==> src/rtl/skew_fifo_bank_pkg.sv <==
// Shared types and helpers for the skewed multi-lane FIFO bank.
// Read-mode encodings and pointer width helper.
package skew_fifo_bank_pkg;

  localparam logic MODE_BCAST = 1'b0;
  localparam logic MODE_SKEW  = 1'b1;

  function automatic int ptr_w(input int d);
    return (d > 1) ? $clog2(d) : 1;
  endfunction

endpackage

==> src/rtl/skew_fifo_bank_lane.sv <==
// Single-lane synchronous FIFO with wrap-around pointers.
// Count is one bit wider than the pointers so full/empty are distinct.
module lane_fifo
  import skew_fifo_bank_pkg::*;
#(
  parameter int bw    = 4,
  parameter int depth = 64
) (
  input  logic                    clk,
  input  logic                    reset,
  input  logic                    push,
  input  logic                    pop,
  input  logic [bw-1:0]           din,
  output logic [bw-1:0]           dout,
  output logic [ptr_w(depth):0]   count,
  output logic                    full,
  output logic                    empty
);

  localparam int AW = ptr_w(depth);
  localparam int CW = AW + 1;

  logic [bw-1:0] mem [depth];
  logic [AW-1:0] wp;
  logic [AW-1:0] rp;

  // Storage array; contents are don't-care until written.
  always_ff @(posedge clk) begin
    if (push) mem[wp] <= din;
  end

  // Pointer and occupancy bookkeeping.
  always_ff @(posedge clk or posedge reset) begin
    if (reset) begin
      wp    <= '0;
      rp    <= '0;
      count <= '0;
    end else begin
      if (push) wp <= wp + 1'b1;
      if (pop)  rp <= rp + 1'b1;
      if (push && !pop)
        count <= count + 1'b1;
      else if (pop && !push)
        count <= count - 1'b1;
    end
  end

  assign dout  = mem[rp];
  assign full  = (count == CW'(depth));
  assign empty = (count == '0);

endmodule

==> src/rtl/skew_fifo_bank.sv <==
// Multi-lane input buffer with broadcast or diagonally skewed reads.
// Feeds the MAC array edges with the wavefront it expects.
module skew_fifo_bank
  import skew_fifo_bank_pkg::*;
#(
  parameter int bw    = 4,
  parameter int lanes = 8,
  parameter int depth = 64
) (
  input  logic                  clk,
  input  logic                  reset,
  input  logic                  wr,
  input  logic                  rd,
  input  logic                  mode,
  input  logic [lanes*bw-1:0]   in,
  output logic [lanes*bw-1:0]   out,
  output logic [lanes-1:0]      o_valid,
  output logic                  o_full,
  output logic                  o_ready,
  output logic                  o_empty,
  output logic                  o_overflow,
  output logic                  o_underflow
);

  localparam int CW = ptr_w(depth) + 1;

  logic [bw-1:0]    dout [lanes];
  logic [CW-1:0]    cnt  [lanes];
  logic [lanes-1:0] full;
  logic [lanes-1:0] empty;
  logic [lanes-1:0] cnt_z;
  logic [lanes-1:0] rd_i;
  logic [lanes-1:0] pop;
  logic [lanes-2:0] sk;
  logic             mode_q;
  logic             wr_ok;
  logic             sk_load;

  assign o_full  = |full;
  assign o_ready = ~o_full;
  assign wr_ok   = wr & o_ready;
  assign sk_load = rd & (mode_q == MODE_SKEW);
  assign o_empty = (&cnt_z) & ~(|sk);

  // Per-lane effective read and pop qualification.
  always_comb begin
    rd_i  = '0;
    cnt_z = '0;
    rd_i[0] = rd;
    for (int i = 1; i < lanes; i++)
      rd_i[i] = (mode_q == MODE_SKEW) ? sk[i-1] : rd;
    for (int i = 0; i < lanes; i++)
      cnt_z[i] = (cnt[i] == '0);
    pop = rd_i & ~empty;
  end

  for (genvar g = 0; g < lanes; g++) begin : g_lane
    lane_fifo #(.bw(bw), .depth(depth)) u_fifo (
      .clk   (clk),
      .reset (reset),
      .push  (wr_ok),
      .pop   (pop[g]),
      .din   (in[g*bw +: bw]),
      .dout  (dout[g]),
      .count (cnt[g]),
      .full  (full[g]),
      .empty (empty[g])
    );
  end

  // Skew delay line; mode only changes once nothing is in flight.
  always_ff @(posedge clk or posedge reset) begin
    if (reset) begin
      sk     <= '0;
      mode_q <= MODE_BCAST;
    end else begin
      sk[0] <= sk_load;
      for (int i = 1; i < lanes - 1; i++)
        sk[i] <= sk[i-1];
      if (!(|sk) && !sk_load)
        mode_q <= mode;
    end
  end

  // Registered read data and per-lane valid strobes.
  always_ff @(posedge clk or posedge reset) begin
    if (reset) begin
      out     <= '0;
      o_valid <= '0;
    end else begin
      o_valid <= pop;
      for (int i = 0; i < lanes; i++)
        if (pop[i]) out[i*bw +: bw] <= dout[i];
    end
  end

  // Sticky error flags.
  always_ff @(posedge clk or posedge reset) begin
    if (reset) begin
      o_overflow  <= 1'b0;
      o_underflow <= 1'b0;
    end else begin
      if (wr && !o_ready)    o_overflow  <= 1'b1;
      if (|(rd_i & empty))   o_underflow <= 1'b1;
    end
  end

endmodule

==> config.mk <==
export PLATFORM = sky130hd
export DESIGN_NAME = skew_fifo_bank
export DESIGN_NICKNAME = d
export VERILOG_FILES = /design/src/rtl/skew_fifo_bank_pkg.sv /design/src/rtl/skew_fifo_bank_lane.sv /design/src/rtl/skew_fifo_bank.sv
export SDC_FILE = /design/constraint.sdc
export NUM_CORES = 2
export LEC_CHECK = 0
export ABC_AREA = 1
export ABC_CLOCK_PERIOD_IN_PS = 22700
export BUFFER_PORTS_ARGS = -buffer_cell sky130_fd_sc_hd__buf_2
export CORE_MARGIN = 1.5
export CORE_UTILIZATION = 55
export CTS_CLUSTER_SIZE = 25
export DETAILED_ROUTE_END_ITERATION = 8
export GPL_TIMING_DRIVEN = 0
export PLACE_DENSITY = 0.71
export SYNTH_ARGS = -nofsm -noshare
export SYNTH_HDL_FRONTEND = slang
export SYNTH_SLANG_ARGS = --single-unit
==> constraint.sdc <==
create_clock -name clk -period 22.7 [get_ports clk]
set_clock_uncertainty 0.2 [all_clocks]
set_input_delay 6.81 -clock clk [delete_from_list [all_inputs] [get_ports clk]]
set_output_delay 6.81 -clock clk [all_outputs]
set_load 0.03 [all_outputs]
==> results.txt <==
mux cell area share after synthesis = 0
die height = 423 µm
pin slew with the least headroom to its limit = 1.41 ns
total number of vias = 68500
DR pass1 iterations = 6
syn_nets = 9295
Ports = 82
asr flop ratio synth = 0.0898
Area after DPL = 100000 µm²
cts bufs inserted = 225
worst-path cell chain = inv_1 > nand2_1 > nor3_1 > nand2_1 > inv_1 > nand3_1 > nor4_1 > buf_2
largest family of logic cells by synthesized area = simple AND/OR/NAND/NOR gates
DRC Markers = 0
via/cell ratio = 5.70
Peak VDD IR = 0.0000733 V
clk root buf = clkbuf_16
vias in the first global route = 66200
Seq pwr share = 0.355
GR Layer Usage met2 = 0.465
Post-synth EDFFs = 2048
PwrDens = 131 nW/µm²
post-CTS setup repair buffer count = 0
final cell count without fillers = 12000
Lkg Pwr = 40.8 nW
Synth top area share = 0.634
final instance area = 108000 µm²
WL final = 262 mm
clock network fraction of design power = 0.265
synthesized area = 97000 µm²
combinational power share = 0.380
wire length per cell = 21.8 µm
Switching Share = 0.404
core region area = 175000 µm²
DP Wirelength = 173 mm
most numerous cell in the Yosys netlist = nand2_1
Yosys warning count = 0
Hold Crit Class = reg2reg
most instantiated cells after synthesis = 2884 x nand2_1, 2048 x edfxtp_1, 1370 x nor2_1, 960 x nand3_1, 387 x o21ai_0
synth unique cells = 36
Max Slew Vio Count = 0
CP arrival = 2.71 ns
unrepaired setup endpoints after global routing = no
Yosys reg bits = 2250
setup ws final = 12.98 ns
Final TNS setup = 0 ns
initial antenna violation count = 2
post-synthesis xor/xnor area fraction = 0.00785
status = finished, final reports clean
Initial Util = 0.556
CP Max Fanout = 4
largest cells by area after synthesis = edfxtp_1 63%, nand2_1 11%, nor2_1 5.3%, dfrtp_1 5.2%, nand3_1 5.0%
Post-Synthesis Cells = 9179
Worst-path clk slew = 0.06 ns
slew margin rel. = 0.0591
adder-cell share of the synthesized area = 0.0108
Max-Cap Viols = 0
first-pass GRT wire length = 394 mm
net switching power = 5.72 mW
Synth Area in Compound Gates = 0.0301
Clock Latency Late Sink = 0.88 ns
P&R area growth vs syn = 11.2%
Most used DFF post-synth = edfxtp_1
sequential cell area fraction in the yosys report = 0.686
Synth area leader = edfxtp_1
port bufs = 81
Hold Vio Cnt, Final = 0
met3 layer usage reported by global route = 0.0433
met1 GRT Util = 0.399
Die Area = 179000 µm²
Place WS = 12.36 ns
layout cells sized above 1 = 0.0697
CP max stage delay = 0.44 ns
Filler Cell Count = 14000
fin crit period = 9.72 ns
total gr overflow = 0
Placement Rows = 153
Final period util = 0.428
WP data required = 15.69 ns
H-tree depth = 4
Die Wd = 423 µm
CTS tree = yes
CP endpoint kind = output port
maximum achievable frequency = 0.103 GHz
Int Power = 8.43 mW
DP Cell Count = 11600
Startpoint Class = register
gr usage total = 0.290
PostCTS Resize Cnt = 0
Avg Cell Area, Syn = 10.6 µm²
hold_buf cts = 0
Most Crowded Layer GR = met2
Synth Area in Simple Gates = 0.231
Critical-path top delay cell = dfrtp_1
Routed Antenna Nets = 0
critical path type = reg2out
nets = 9605
Clock Path Buffers = 3
initial detailed-routing violation count = 8461
largest net degree at the start of global routing = 83
hold slack = 0.206 ns
routability congestion estimate = 0.960
clk sink count = 2250
final setup violation count = 0
power groups by stage:
stage	sequential [mW]	combinational [mW]	clock [mW]
floorplan	5.13	3.35	0
global placement	5.10	5.14	0
detailed placement	5.11	5.24	0
CTS	5.03	5.28	3.78
global route	5.06	5.85	3.94
finish	5.03	5.37	3.75
state kept, by name (all words and copies together) (netlist names):
signal,cells
g_lane.u_fifo.count,56
g_lane.u_fifo.wp,48
sk,7
mode_q,1
o_valid,8
g_lane.u_fifo.mem,2048
out,32
o_overflow,1
g_lane.u_fifo.rp,48
o_underflow,1
metrics by stage:
step / utilization / power [mW]
floorplan: - / 8.48
global placement: 0.575 / 10.2
detailed placement: 0.575 / 10.3
CTS: 0.618 / 14.1
global route: 0.618 / 14.9
finish: 0.618 / 14.2
path summary, 6_finish.rpt:
kind	startpoint	endpoint	slack [ns]	cells past startpoint
max in group asynchronous	reset	g_lane[0].u_fifo.rp[2]$_DFFE_PP0P_	15.26	4
hold / removal	sk[2]$_DFF_PP0_	sk[3]$_DFF_PP0_	0.21	0
min in group asynchronous	reset	o_valid[3]$_DFF_PP0_	5.72	2
setup / recovery	g_lane[1].u_fifo.count[0]$_DFFE_PP0P_	o_empty	12.98	8
hold reg to reg	sk[2]$_DFF_PP0_	sk[3]$_DFF_PP0_	0.21	0
setup reg to reg	g_lane[0].u_fifo.count[0]$_DFFE_PP0P_	g_lane[5].u_fifo.count[6]$_DFFE_PP0P_	18.51	21
placed cells by master, fill, tap and decap left out, drive strengths merged:
cell,netlist,routed
nand2,2886,2886
edfxtp,2048,2048
nor2,1372,1372
nand3,964,964
clkbuf,232,537
o21ai,387,387
inv,360,370
buf,190,273
dfrtp,202,202
a21oi,172,172
clkinv,42,120
xor2,79,79
ha,71,71
nand4,55,55
nor3,41,41
or2,38,38
bufinv,0,24
a31oi,11,11
xnor2,8,8
fa,8,8
clkinvlp,0,8
o31ai,4,4
nor4,3,3
o22ai,2,2
diode,0,1
nand3b,1,1
nor3b,1,1
o21bai,1,1
a21o,1,1
worst max-delay path: cells and delay by family, from the launching register on:
family                 cells  cell delay, ns
AND/OR/NAND/NOR            5            0.86
flip-flops                 1            0.44
buffers and inverters      3            0.54
area by class of cell:
| type | instances | area (µm²) | share of cell area |
|---|---|---|---|
| well taps | 2325 | 2910 | 0.0270 |
| clock buffers | 305 | 6170 | 0.0572 |
| inverters | 402 | 1520 | 0.0141 |
| repair buffers | 83 | 460 | 0.00427 |
| clock inverters | 120 | 1280 | 0.0119 |
| diodes | 1 | 2.50 | 0.0000232 |
| flip-flops and latches | 2250 | 66600 | 0.617 |
| multi-input cells | 6105 | 27100 | 0.252 |
| plain buffers | 422 | 1820 | 0.0169 |
per-layer routing:
layer / vias up / wire length [µm]
li1: 31600 / -
met1: 32800 / 105000
met2: 3368 / 123000
met3: 607 / 23100
met4: 0 / 10700
met5: - / 0
logic make-up (layout without fill, tap and decap cells):
kind of cell	Yosys count	count (layout)
AOI/OAI and AO/OA	578	578
xor gates and xnor gates	87	87
adders and majority gates	79	79
buffers and inverters	824	1332
DFF	2250	2250
other	0	1
and+or+nand+nor	5361	5361
(Power assumes the default switching activity.)
